## config.mk

```make
export PLATFORM = sky130hd
export DESIGN_NAME = switch_response_encoder_flat
export DESIGN_NICKNAME = d
export VERILOG_FILES = /design/src/rtl/switch_response_encoder_if.sv /design/src/rtl/switch_response_encoder.sv /design/src/flat_wrapper.sv
export SDC_FILE = /design/constraint.sdc
export NUM_CORES = 1
export LEC_CHECK = 0
export CAP_MARGIN = 20
export CORE_MARGIN = 2
export CORE_UTILIZATION = 38
export CTS_CLUSTER_SIZE = 28
export DETAILED_ROUTE_END_ITERATION = 8
export PLACE_DENSITY = 0.57
export SYNTH_ARGS = -nofsm -noshare
export SYNTH_HDL_FRONTEND = slang
export SYNTH_SLANG_ARGS = --single-unit
```

## constraint.sdc

```tcl
create_clock -name CLK_10MHZ -period 3.53 [get_ports CLK_10MHZ]
set_input_delay 0.706 -clock CLK_10MHZ [delete_from_list [all_inputs] [get_ports CLK_10MHZ]]
set_output_delay 0.706 -clock CLK_10MHZ [all_outputs]
set_load 0.01 [all_outputs]
```

## src/rtl/switch_response_encoder_if.sv

```systemverilog
// switch_response_encoder_if: raw key/switch inputs, game-FSM control and registered response outputs
interface switch_response_encoder_if;
    logic       KEY0_RAW;
    logic [8:0] SW_RAW;
    logic       ARM;
    logic [3:0] TARGET;
    logic       START_PULSE;
    logic [8:0] SW_CLEAN;
    logic       RESP_VALID;
    logic [3:0] RESP_INDEX;
    logic       RESP_HIT;
    logic       RESP_MULTI;
    logic       FALSE_START;

    modport master (
        output KEY0_RAW, SW_RAW, ARM, TARGET,
        input  START_PULSE, SW_CLEAN, RESP_VALID, RESP_INDEX, RESP_HIT, RESP_MULTI, FALSE_START
    );

    modport slave (
        input  KEY0_RAW, SW_RAW, ARM, TARGET,
        output START_PULSE, SW_CLEAN, RESP_VALID, RESP_INDEX, RESP_HIT, RESP_MULTI, FALSE_START
    );
endinterface

```

## src/rtl/switch_response_encoder.sv

```systemverilog
// switch_response_encoder: synchronize/debounce KEY0 and SW[9:1], start pulse, first-flip response capture.
// Optional false-start detection when SWRESP_FALSE_START_EN is defined.
module switch_response_encoder #(
    parameter int DEBOUNCE_CYCLES = 100000
) (
    input  logic                      CLK_10MHZ,
    input  logic                      RST_N,
    switch_response_encoder_if.slave  bus
);
    localparam int              CW       = $clog2(DEBOUNCE_CYCLES + 1);
    localparam logic [CW-1:0]   CNT_LAST = CW'(DEBOUNCE_CYCLES - 1);
    // bit 0 carries the active-low key, bits 9:1 the switches
    localparam logic [9:0]      RELEASED = 10'h001;
    localparam logic [1:0]      IDLE     = 2'd0;
    localparam logic [1:0]      ARMED    = 2'd1;
    localparam logic [1:0]      DONE     = 2'd2;

    logic [9:0]    sync1_q, sync1_d, sync2_q, sync2_d;
    logic [9:0]    deb_q, deb_d, prev_q, prev_d;
    logic [CW-1:0] cnt_q [10];
    logic [CW-1:0] cnt_d [10];
    logic          start_q, start_d;
    logic [1:0]    state_q, state_d;
    logic          valid_q, valid_d;
    logic [3:0]    index_q, index_d;
    logic          hit_q, hit_d;
    logic          multi_q, multi_d;
    logic          fs_q, fs_d;
    logic [8:0]    sw_rise;
    logic [3:0]    low_idx;
    logic [3:0]    rise_cnt;

    // two-flop synchronizers followed by per-input debounce counters
    always_comb begin
        sync1_d = {bus.SW_RAW, bus.KEY0_RAW};
        sync2_d = sync1_q;
        prev_d  = deb_q;
        for (int i = 0; i < 10; i++) begin
            deb_d[i] = (sync2_q[i] != deb_q[i] && cnt_q[i] == CNT_LAST) ? sync2_q[i] : deb_q[i];
            cnt_d[i] = (sync2_q[i] == deb_q[i] || cnt_q[i] == CNT_LAST) ? '0 : cnt_q[i] + 1'b1;
        end
    end

    // edge detection on debounced levels, lowest rising index and rise count
    always_comb begin
        start_d  = prev_q[0] & ~deb_q[0];
        sw_rise  = deb_q[9:1] & ~prev_q[9:1];
        low_idx  = '0;
        rise_cnt = '0;
        for (int i = 8; i >= 0; i--)
            low_idx = sw_rise[i] ? 4'(i + 1) : low_idx;
        for (int i = 0; i < 9; i++)
            rise_cnt = rise_cnt + {3'b000, sw_rise[i]};
    end

    // response FSM: capture the first rising switch while armed, hold until ARM drops
    always_comb begin
        state_d = state_q;
        valid_d = 1'b0;
        index_d = index_q;
        hit_d   = hit_q;
        multi_d = multi_q;
        fs_d    = fs_q;
        case (state_q)
            IDLE: begin
                state_d = bus.ARM ? ARMED : IDLE;
`ifdef SWRESP_FALSE_START_EN
                if (bus.ARM && |deb_q[9:1]) begin
                    state_d = DONE;
                    valid_d = 1'b1;
                    index_d = '0;
                    hit_d   = 1'b0;
                    multi_d = 1'b0;
                    fs_d    = 1'b1;
                end
`endif
            end
            ARMED: begin
                if (!bus.ARM) begin
                    state_d = IDLE;
                end else if (|sw_rise) begin
                    state_d = DONE;
                    valid_d = 1'b1;
                    index_d = low_idx;
                    multi_d = rise_cnt > 4'd1;
                    // low_idx is 1..9 here, so targets outside 1..9 can never match
                    hit_d   = rise_cnt == 4'd1 && low_idx == bus.TARGET;
                end
            end
            DONE: begin
                if (!bus.ARM) begin
                    state_d = IDLE;
                    index_d = '0;
                    hit_d   = 1'b0;
                    multi_d = 1'b0;
                    fs_d    = 1'b0;
                end
            end
            default: state_d = IDLE;
        endcase
    end

    // state registers with asynchronous active-low reset to released input levels
    always_ff @(posedge CLK_10MHZ or negedge RST_N) begin
        if (!RST_N) begin
            sync1_q <= RELEASED;
            sync2_q <= RELEASED;
            deb_q   <= RELEASED;
            prev_q  <= RELEASED;
            for (int i = 0; i < 10; i++) cnt_q[i] <= '0;
            start_q <= 1'b0;
            state_q <= IDLE;
            valid_q <= 1'b0;
            index_q <= '0;
            hit_q   <= 1'b0;
            multi_q <= 1'b0;
            fs_q    <= 1'b0;
        end else begin
            sync1_q <= sync1_d;
            sync2_q <= sync2_d;
            deb_q   <= deb_d;
            prev_q  <= prev_d;
            for (int i = 0; i < 10; i++) cnt_q[i] <= cnt_d[i];
            start_q <= start_d;
            state_q <= state_d;
            valid_q <= valid_d;
            index_q <= index_d;
            hit_q   <= hit_d;
            multi_q <= multi_d;
            fs_q    <= fs_d;
        end
    end

    assign bus.START_PULSE = start_q;
    assign bus.SW_CLEAN    = deb_q[9:1];
    assign bus.RESP_VALID  = valid_q;
    assign bus.RESP_INDEX  = index_q;
    assign bus.RESP_HIT    = hit_q;
    assign bus.RESP_MULTI  = multi_q;
`ifdef SWRESP_FALSE_START_EN
    assign bus.FALSE_START = fs_q;
`else
    assign bus.FALSE_START = 1'b0;
`endif
endmodule

```

## src/flat_wrapper.sv

```systemverilog
// flat-port wrapper written by rule: the top's interface ports become plain ports
module switch_response_encoder_flat 
#(
    parameter int DEBOUNCE_CYCLES = 100000
)
  (CLK_10MHZ, RST_N, bus_KEY0_RAW, bus_SW_RAW, bus_ARM, bus_TARGET, bus_START_PULSE, bus_SW_CLEAN, bus_RESP_VALID, bus_RESP_INDEX, bus_RESP_HIT, bus_RESP_MULTI, bus_FALSE_START);
  switch_response_encoder_if bus_i ();
  input  logic CLK_10MHZ;
  input  logic RST_N;
  input wire logic [$bits(bus_i.KEY0_RAW)-1:0] bus_KEY0_RAW;
  input wire logic [$bits(bus_i.SW_RAW)-1:0] bus_SW_RAW;
  input wire logic [$bits(bus_i.ARM)-1:0] bus_ARM;
  input wire logic [$bits(bus_i.TARGET)-1:0] bus_TARGET;
  output wire logic [$bits(bus_i.START_PULSE)-1:0] bus_START_PULSE;
  output wire logic [$bits(bus_i.SW_CLEAN)-1:0] bus_SW_CLEAN;
  output wire logic [$bits(bus_i.RESP_VALID)-1:0] bus_RESP_VALID;
  output wire logic [$bits(bus_i.RESP_INDEX)-1:0] bus_RESP_INDEX;
  output wire logic [$bits(bus_i.RESP_HIT)-1:0] bus_RESP_HIT;
  output wire logic [$bits(bus_i.RESP_MULTI)-1:0] bus_RESP_MULTI;
  output wire logic [$bits(bus_i.FALSE_START)-1:0] bus_FALSE_START;
  assign bus_i.KEY0_RAW = bus_KEY0_RAW;
  assign bus_i.SW_RAW = bus_SW_RAW;
  assign bus_i.ARM = bus_ARM;
  assign bus_i.TARGET = bus_TARGET;
  assign bus_START_PULSE = bus_i.START_PULSE;
  assign bus_SW_CLEAN = bus_i.SW_CLEAN;
  assign bus_RESP_VALID = bus_i.RESP_VALID;
  assign bus_RESP_INDEX = bus_i.RESP_INDEX;
  assign bus_RESP_HIT = bus_i.RESP_HIT;
  assign bus_RESP_MULTI = bus_i.RESP_MULTI;
  assign bus_FALSE_START = bus_i.FALSE_START;
  switch_response_encoder #(.DEBOUNCE_CYCLES(DEBOUNCE_CYCLES)) u_core (.CLK_10MHZ(CLK_10MHZ), .RST_N(RST_N), .bus(bus_i));
endmodule
```

==> out/metrics.csv, run 1 <==
stage,metric,value,unit
global_route,largest net degree at the start of global routing,77,
timing,Setup Skew,5.17,ps
global_route,Total Routing Usage GR,13.6,%
logic_synthesis,"area leader, netlist",dfrtp_1,
logic_synthesis,top cell type's share of synthesized area,53.5,%
global_route,antenna violations before repair,0,
route,vias,6611,
logic_synthesis,Synth Warn #,0,
logic_synthesis,Gate Count Post-Synth,988,
floorplanning,starting density of the core,38.8,%
worst_setup_path,crit path DAT,4020,ps
timing,worst rel slew slack,60.3,%
finish,final design utilization,45.0,%
clock_network,H-tree depth,1,
place,# placed instances,1347,
timing,Tightest Pin Transition,596,ps
power,Lkg Pwr,5.16,nW
finish,area delta synth->final,16.1,%
logic_synthesis,Synth Net Count,1027,
logic_synthesis,Synth Cell Area,10100,um^2
route,iteration-0 DRC count of the detailed router,374,
route,number of routed nets with antenna violations,0,
hold_path,Worst Hold Class,in2async,
floorplanning,# rows,59,
timing,final worst slack,-95.8,ps
worst_setup_path,Startpoint Class,register,
route,post-DR vias/cell,4.76,
clock_network,CTS tree,built,
logic_synthesis,ranking of synthesized cells by area,"dfrtp_1 (54%), xor2_1 (9.0%), nor2_1 (7.9%)",
global_route,total gr overflow,0,
logic_synthesis,Yosys cell types,43,
timing,RSZ-0062 raised after global routing,yes,
timing,FMAX,276,MHz
route,number of remaining DRC errors,0,
logic_synthesis,register area share after synthesis,54.6,%
timing,Tmin final,3630,ps
logic_synthesis,"EDFF count, synth",0,
floorplanning,core box area,26100,um^2
place,routability cong.,0.801,
timing,fin crit share,103,%
clock_network,hold_buf cts,0,
route,Detailed Routing Iterations Pass 1,5,
place,dpl hpwl,12300,um
global_route,number of global-route vias before repair,6599,
clock_network,clk sink count,220,
worst_setup_path,Setup crit end kind,register,
floorplanning,DIE AREA,27900,um^2
job,Max Cap Violations,0,
worst_setup_path,critical path data required time,3930,ps
place,IO buf count,33,
finish,most frequent cells in the layout,"dfrtp_1 (216), nor2_1 (212), xor2_1 (104), nand2_1 (76), nand3_1 (67)",
outcome,outcome,"finished, violations left",
logic_synthesis,asr flop ratio synth,100,%
clock_network,clk root buf,clkbuf_16,
route,Post-Route WL,18300,um
finish,Layout Nets,1079,
logic_synthesis,Seq cells post-synth,220,
logic_synthesis,syn avg cell area,10.2,um^2
floorplanning,Boundary Pins,35,
timing,final hold slack,161,ps
clock_network,buffer levels on the longest clock path,3,
timing,Fin. Hold Viols,0,
timing,final setup vio count,1,
worst_setup_path,Worst Path Max Fanout,2,
clock_network,clk_lat worst skew,510,ps
outcome,failing checks,setup timing,
power,Peak supply drop,0.000335,V
finish,share of layout cells above drive strength 1,7.78,%
clock_network,"CTS clk-pin slew, worst paths",60,ps
route,average wire per standard cell,13.2,um
power,PD cells,457,nW/um^2
logic_synthesis,Synth Flop Type,dfrtp_1,
clock_network,cts bufs inserted,25,
floorplanning,Die Y,167,um
finish,"commonest non-fill, non-tap cell in the layout",dfrtp_1,
floorplanning,Die W,167,um
timing,max-slew violations,0,
global_route,global-route wire length before repair,32200,um
power,Power Total,0.00535,W
finish,final non-filler cell total,1389,
finish,Antenna diodes,0,
worst_setup_path,Setup Crit Path Kind,reg2reg,
-- layout make-up --
class                      count  area, um^2
inverter                      32         120
multi-input combinational    711        4370
timing repair buffer          50         488
clock inverter                 9         151
tap                          335         419
sequential                   220        5510
fill                        2442       14300
clock buffer                  32         662
-- through the flow --
step	cell area (um^2)	setup slack, ps	setup TNS (ps)
after global placement	10800	-175	-185
after floorplan	10100	-119	-119
after global routing	11700	-286	-331
final	11700	-95.8	-95.8
after CTS	11700	-74.8	-75.7
after detailed placement	10800	-235	-308
-- timing repair --
item                                    in CTS  in global routing
setup buffers                                1                  1
hold endpoints to repair                     0                  0
endpoints found under the setup margin       2                  2
resized for setup                            4                  8
pin swaps                                    1                  0
-- power breakdown --
group	internal, W	switching (W)	leakage (nW)
clock network	0.00160	0.000984	0.395
logic	0.0000572	0.000109	1.78
registers	0.00256	0.0000344	2.99
-- worst paths after layout --
path,startpoint,cells after the start,slack (ps),endpoint
min reg2reg,u_core.sync1_q[3],0,350,u_core.sync2_q[3]
max reg2reg,u_core.deb_q[1],15,-100,u_core.bus.RESP_HIT
max,u_core.deb_q[1],15,-100,u_core.bus.RESP_HIT
min,RST_N,1,160,u_core.cnt_q[162]
min in group CLK_10MHZ,u_core.sync1_q[3],0,350,u_core.sync2_q[3]
max in group asynchronous,RST_N,2,2630,u_core.cnt_q[16]
-- worst max-delay path, stage by stage, from the launching register on --
cell and delay [ps]:
dfrtp_1 380, nand2b_1 100, inv_2 60, ha_4 260
inv_2 30, fa_1 490, fa_2 440, fa_1 500
inv_2 50, ha_4 150, fa_2 350, mux2i_2 240
nor3_4 50, nand4_1 90, nor3_1 50, a32o_1 270
-- flip-flops by register name (all words and copies together) (netlist names) --
| signal | count |
|---|---|
| u_core.prev_q | 10 |
| u_core.state_q | 2 |
| u_core.sync1_q | 10 |
| u_core.bus.RESP_VALID | 1 |
| u_core.bus.RESP_HIT | 1 |
| u_core.bus.RESP_INDEX | 4 |
| u_core.deb_q | 10 |
| u_core.bus.RESP_MULTI | 1 |
| u_core.cnt_q | 170 |
| u_core.bus.START_PULSE | 1 |
| u_core.sync2_q | 10 |
-- synthesized netlist by cell type, types with 3 or more instances --
master	instances
nor2b_1	6
nand2b_1	15
dfrtp_1	216
nor4_1	3
and3_1	16
inv_1	32
nor3_1	27
nand3_1	67
fa_1	5
or4_1	4
nand4_1	34
buf_4	10
and4_1	16
clkbuf_1	13
or2_2	3
nor4b_1	5
xor2_1	104
or3_1	3
o21ai_0	9
mux2_2	10
a22o_1	3
nand2_1	76
nor2_1	212
a21oi_1	3
dfstp_2	4
ha_1	17
xnor2_1	57
and2_1	3
-- layer usage --
layer | track usage [%] | vias to the layer above | routed length [um]
li1 | - | 3364 | -
met1 | 19.8 | 3154 | 9220
met2 | 21.1 | 67 | 8110
met3 | 2.57 | 26 | 628
met4 | 3.11 | 0 | 331
met5 | 0 | - | 0
-- logic make-up (layout without fill, tap and decap cells) --
group / count (synthesis) / after routing / share of synthesized area, %
adder cells (fa/ha/maj): 22 / 22 / 3.10
flip-flops: 220 / 220 / 54.6
XOR/XNOR: 161 / 161 / 14.0
multiplexers: 11 / 11 / 1.21
AND/OR/NAND/NOR: 493 / 493 / 22.9
AO/OA/AOI/OAI: 23 / 23 / 1.51
other: 1 / 1 / 0.0371
buffers and inverters: 57 / 123 / 2.73
(Power assumes the default switching activity.)
==> run 2, diff against run 1 <==
Settings changed: CORE_MARGIN 2 to not set.
==> out/metrics.csv, run 2 (synthesized netlist as in run 1, its figures left out) <==
stage,metric,value,unit,change
clock_network,hold_buf cts,0,,unchanged
finish,area delta synth->final,16.8,%,
timing,Fin. Hold Viols,0,,unchanged
global_route,number of global-route vias before repair,6685,,+1.3%
global_route,global-route wire length before repair,31900,um,-0.79%
floorplanning,# rows,59,,unchanged
worst_setup_path,critical path depth,15,,unchanged
timing,fin crit share,101,%,-1.4 points
route,Detailed Routing Iterations Pass 1,4,,-1
route,post-DR vias/cell,4.78,,+0.38%
clock_network,clk root buf,clkbuf_16,,
timing,RSZ-0062 raised after global routing,yes,,
power,Lkg Pwr,5.20,nW,+0.75%
worst_setup_path,Worst Path Max Fanout,2,,unchanged
place,dpl hpwl,12300,um,+0.19%
timing,FMAX,280,MHz,+1.4%
power,Power Total,0.00553,W,+3.2%
clock_network,cts bufs inserted,25,,unchanged
worst_setup_path,flop2flop setup slack,-50,ps,+50 ps
floorplanning,core box area,26100,um^2,unchanged
worst_setup_path,worst path bufs/invs,3,,unchanged
timing,Tmin final,3580,ps,-50.1 ps
clock_network,clk sink count,220,,unchanged
worst_setup_path,cell family with most CP delay,adder cells,,
clock_network,H-tree depth,1,,unchanged
worst_setup_path,reg2reg end,u_core.bus.RESP_HIT,,
timing,final setup vio count,1,,unchanged
worst_setup_path,Startpoint Class,register,,
worst_setup_path,critical path capture point,u_core.bus.RESP_HIT,,
finish,"commonest non-fill, non-tap cell in the layout",dfrtp_1,,
finish,most frequent cells in the layout,"dfrtp_1 (216), nor2_1 (212), xor2_1 (104), nand2_1 (76), nand3_1 (67)",,
route,number of remaining DRC errors,0,,unchanged
worst_setup_path,slowest cell on the critical path,fa_1,,
global_route,largest net degree at the start of global routing,99,,+29%
worst_setup_path,crit path cell chain,nand2b_1 -> inv_2 -> ha_4 -> inv_2 -> fa_1 -> fa_1 -> fa_1 -> inv_2 -> ha_4 -> fa_2 -> mux2i_1 -> nor3_2 -> nand4_1 -> nor3_1 -> a32o_1,,
timing,final worst slack,-45.7,ps,+50.1 ps
clock_network,buffer levels on the longest clock path,3,,unchanged
finish,final design utilization,45.3,%,+0.28 points
route,average wire per standard cell,13.2,um,+0.11%
finish,Layout Nets,1081,,+0.19%
timing,Setup Skew,16.0,ps,+10.8 ps
worst_setup_path,Worst setup startpoint,u_core.deb_q[1],,
worst_setup_path,Worst path max stage delay,510,ps,about the same
worst_setup_path,Setup crit end kind,register,,
power,Peak supply drop,0.000466,V,+39%
global_route,total gr overflow,0,,unchanged
hold_path,Worst Hold Class,in2async,,
timing,worst rel slew slack,49.2,%,-11 points
place,routability cong.,0.768,,-4.1%
floorplanning,starting density of the core,38.8,%,unchanged
floorplanning,DIE AREA,27200,um^2,-2.4%
finish,share of layout cells above drive strength 1,8.40,%,+0.62 points
clock_network,clk_lat worst skew,520,ps,about the same
route,iteration-0 DRC count of the detailed router,350,,-6.4%
worst_setup_path,r2r startpoint,u_core.deb_q[1],,
timing,max-slew violations,0,,unchanged
outcome,outcome,"finished, violations left",,
route,vias,6665,,+0.82%
worst_setup_path,crit path DAT,4030,ps,about the same
floorplanning,Boundary Pins,35,,unchanged
finish,Top reg by flops,u_core.cnt_q,,
clock_network,"CTS clk-pin slew, worst paths",60,ps,about the same
worst_setup_path,critical path data required time,3980,ps,+50 ps
timing,Tightest Pin Transition,762,ps,+166 ps
worst_setup_path,reg2reg path depth,15,,unchanged
route,number of routed nets with antenna violations,0,,unchanged
outcome,failing checks,setup timing,,
place,IO buf count,33,,unchanged
global_route,Total Routing Usage GR,14.4,%,+0.81 points
finish,max reg flops,170,,unchanged
job,Max Cap Violations,0,,unchanged
power,PD cells,469,nW/um^2,+2.6%
clock_network,CTS tree,built,,
route,Post-Route WL,18400,um,+0.54%
floorplanning,Die Y,165,um,-1.2%
worst_setup_path,Setup Crit Path Kind,reg2reg,,
floorplanning,Die W,165,um,-1.2%
global_route,antenna violations before repair,1,,+1
finish,Antenna diodes,0,,unchanged
## run 2: cell types whose count changed in the layout (fill, tap and decap cells not counted), moves of 2 or more
cell      before  now
buf_4         15   18
clkbuf_1       6    2
clkbuf_8       1    7
inv_6          0    2
## run 2: layout make-up
class	instances	area, um^2
clock buffer	34	729
inverter	32	120
sequential	220	5510
timing repair buffer	52	490
fill	2458	14300
multi-input combinational	711	4360
clock inverter	11	165
tap	335	419
## run 2: worst min-delay path by stage
stage	start	endpoint	slack, ps	cells after the start
6_report	RST_N	u_core.cnt_q[163]	170	1
5_1_grt	RST_N	u_core.cnt_q[163]	260	1
4_1_cts	RST_N	u_core.cnt_q[163]	230	1
3_5_place_dp	u_core.sync1_q[9]	u_core.sync2_q[9]	330	0
3_3_place_gp	u_core.sync1_q[8]	u_core.sync2_q[8]	340	0
2_1_floorplan	u_core.sync1_q[1]	u_core.sync2_q[1]	330	0
## run 2: report_power, final
group | switching (W) | internal, W | leakage, nW | total (W)
Sequential | 0.0000342 | 0.00256 | 2.99 | 0.00260
Combinational | 0.000108 | 0.0000558 | 1.77 | 0.000164
Clock | 0.00103 | 0.00174 | 0.442 | 0.00277
## run 2: per-stage QoR
| step | setup WS [ps] | hold slack [ps] | std cells | TNS, ps | instance area, um^2 |
|---|---|---|---|---|---|
| global placement | -159 | 335 | 1349 | -159 | 10900 |
| CTS | -41.7 | 229 | 1395 | -41.7 | 11800 |
| detailed placement | -186 | 335 | 1349 | -214 | 10900 |
| finish | -45.7 | 174 | 1395 | -45.7 | 11800 |
| global route | -212 | 261 | 1395 | -288 | 11800 |
| floorplan | -119 | 331 | 988 | -119 | 10100 |
## run 2: timing repair
action                                  in CTS  in global routing
gates resized for setup                      5                  4
endpoints found under the setup margin       2                  2
buffers inserted                             1                  0
pin swaps                                    1                  0
## run 2: metal layers
| layer | global-route usage (%) | routed length (um) | share of wire [%] | vias to the layer above |
|---|---|---|---|---|
| li1 | - | - | - | 3366 |
| met1 | 20.2 | 9230 | 50 | 3194 |
| met4 | 3.84 | 434 | 2.4 | 2 |
| met5 | 0 | 12 | 0.065 | - |
| met2 | 22.3 | 7970 | 43 | 67 |
| met3 | 3.21 | 745 | 4.1 | 36 |
==> run 3, diff against run 2 <==
Settings changed: CORE_UTILIZATION 38 to 50, PLACE_DENSITY 0.57 to 0.71.
==> out/metrics.csv, run 3 (synthesized netlist as in run 1, its figures left out) <==
stage,metric,value,unit,change
clock_network,clk sink count,220,,unchanged
timing,Tightest Pin Transition,658,ps,-104 ps
floorplanning,core box area,19700,um^2,-25%
global_route,global-route wire length before repair,30900,um,-3.0%
global_route,total gr overflow,0,,unchanged
job,Max Cap Violations,0,,unchanged
route,average wire per standard cell,13.4,um,+1.9%
route,number of remaining DRC errors,0,,unchanged
route,Post-Route WL,17800,um,-3.4%
worst_setup_path,Startpoint Class,register,,
route,iteration-0 DRC count of the detailed router,272,,-22%
timing,worst rel slew slack,56.2,%,+6.9 points
place,routability cong.,0.809,,+5.4%
worst_setup_path,r2r startpoint,u_core.deb_q[1],,
timing,final worst slack,-132,ps,-86.3 ps
floorplanning,DIE AREA,20800,um^2,-24%
timing,max-slew violations,0,,unchanged
global_route,Total Routing Usage GR,18.4,%,+4.0 points
global_route,largest net degree at the start of global routing,89,,-10%
clock_network,clk_lat worst skew,520,ps,about the same
timing,Tmin final,3660,ps,+86.3 ps
floorplanning,starting density of the core,51.4,%,+13 points
outcome,failing checks,setup timing,,
worst_setup_path,slowest cell on the critical path,fa_1,,
worst_setup_path,Worst Path Max Fanout,2,,unchanged
worst_setup_path,cell family with most CP delay,adder cells,,
global_route,antenna violations before repair,0,,-1
global_route,GR Util met1,25.1,%,+4.9 points
worst_setup_path,crit path DAT,4120,ps,+90 ps
finish,share of layout cells above drive strength 1,7.75,%,-0.65 points
clock_network,hold_buf cts,0,,unchanged
route,vias,6789,,+1.9%
floorplanning,Die Y,144,um,-13%
clock_network,buffer levels on the longest clock path,3,,unchanged
global_route,met3 track demand over resource,3.08,%,-0.13 points
timing,final setup vio count,1,,unchanged
timing,Fin. Hold Viols,0,,unchanged
place,placed inst area,10800,um^2,-0.83%
place,dpl hpwl,11900,um,-3.0%
global_route,met2 usage,30.4,%,+8.1 points
clock_network,clk root buf,clkbuf_16,,
worst_setup_path,critical path data required time,3980,ps,about the same
timing,RSZ-0062 raised after global routing,yes,,
finish,final design utilization,59.2,%,+14 points
floorplanning,# rows,51,,-14%
finish,FF/Latch Area,5510,um^2,unchanged
route,Detailed Routing Iterations Pass 1,4,,unchanged
finish,area delta synth->final,15.3,%,
outcome,outcome,"finished, violations left",,
hold_path,Worst Hold Class,in2async,,
timing,final hold slack,172,ps,-1.44 ps
route,number of routed nets with antenna violations,0,,unchanged
timing,fin crit share,104,%,+2.4 points
clock_network,cts bufs inserted,24,,-4.0%
worst_setup_path,reg2reg path depth,15,,unchanged
clock_network,CTS tree,built,,
finish,fillers,1646,,-33%
timing,FMAX,273,MHz,-2.4%
power,Peak supply drop,0.000311,V,-33%
worst_setup_path,Worst setup startpoint,u_core.deb_q[1],,
place,pre-CTS WS,-235,ps,-48.5 ps
timing,Setup Skew,18.5,ps,+2.58 ps
worst_setup_path,worst path bufs/invs,3,,unchanged
worst_setup_path,critical path capture point,u_core.bus.RESP_HIT,,
worst_setup_path,Worst path max stage delay,490,ps,-20 ps
worst_setup_path,Setup crit end kind,register,,
finish,"commonest non-fill, non-tap cell in the layout",dfrtp_1,,
finish,Layout Nets,1081,,unchanged
floorplanning,Boundary Pins,35,,unchanged
worst_setup_path,most frequent CP cell,fa_1,,
clock_network,"CTS clk-pin slew, worst paths",60,ps,about the same
finish,max reg flops,170,,unchanged
route,post-DR vias/cell,5.13,,+7.4%
clock_network,H-tree depth,1,,unchanged
finish,most frequent cells in the layout,"dfrtp_1 (216), nor2_1 (212), xor2_1 (104), nand2_1 (76), nand3_1 (67)",,
global_route,grt peak-use layer,met2,,
finish,Top reg by flops,u_core.cnt_q,,
floorplanning,Die W,144,um,-13%
power,PD cells,459,nW/um^2,-2.1%
power,Lkg Pwr,5.17,nW,-0.66%
worst_setup_path,flop2flop setup slack,-130,ps,-90 ps
global_route,number of global-route vias before repair,6623,,-0.93%
finish,Antenna diodes,0,,unchanged
worst_setup_path,critical path depth,15,,unchanged
worst_setup_path,reg2reg end,u_core.bus.RESP_HIT,,
finish,area of the multi-input gates,4340,um^2,-0.34%
finish,Final Instance Area,11600,um^2,-1.3%
worst_setup_path,Setup Crit Path Kind,reg2reg,,
place,IO buf count,33,,unchanged
worst_setup_path,crit path cell chain,nand2b_1 -> inv_2 -> ha_4 -> inv_2 -> fa_1 -> fa_1 -> fa_1 -> inv_1 -> ha_2 -> fa_2 -> mux2i_1 -> nor3_2 -> nand4_1 -> nor3_2 -> a32o_1,,
## run 3: cell count changes in the layout (fill, tap and decap cells not counted), moves of 2 or more
cell / delta
clkbuf_1: +4
clkbuf_8: -4
clkinv_2: -2
inv_6: -2
## run 3: routing by layer
layer | vias up | wire, um
met4 | 0 | 332
met5 | - | 0
li1 | 3370 | -
met1 | 3301 | 8490
met3 | 29 | 625
met2 | 89 | 8320
## run 3: worst min path at each step
| stage | to | slack [ps] | depth (start not counted) |
|---|---|---|---|
| after global routing | u_core.cnt_q[75] | 240 | 1 |
| after CTS | u_core.cnt_q[83] | 200 | 1 |
| final | u_core.cnt_q[82] | 170 | 1 |
| after detailed placement | u_core.sync2_q[2] | 340 | 0 |
| after global placement | u_core.sync2_q[2] | 330 | 0 |
| after floorplan | u_core.sync2_q[1] | 330 | 0 |
## run 3: timing repair
| action | 4_1_cts | 5_1_grt |
|---|---|---|
| setup endpoints to repair | 1 | 2 |
| buffers inserted | 2 | 2 |
| gates resized for setup | 5 | 0 |
| pin swaps | 3 | 0 |
## run 3: final cells by class
class,count,share of cell area [%]
inverters,32,1.03
flip-flops and latches,220,47.3
well taps,265,2.85
repair buffers,53,4.39
clock buffers,33,5.71
clock inverters,9,1.39
multi-input cells,711,37.3
## run 3: through the flow
stage	cells	TNS, ps	total power (W)
3_3_place_gp	1277	-108	0.00281
5_1_grt	1323	-410	0.00555
6_report	1323	-132	0.00534
2_1_floorplan	988	-119	0.00272
4_1_cts	1321	-108	0.00543
3_5_place_dp	1277	-235	0.00281
## run 3: power breakdown
| part | leakage [nW] | internal, W | switching [W] |
|---|---|---|---|
| clock | 0.396 | 0.00161 | 0.000972 |
| combinational | 1.78 | 0.0000564 | 0.000108 |
| sequential | 2.99 | 0.00256 | 0.0000344 |
| total | 5.17 | 0.00423 | 0.00111 |
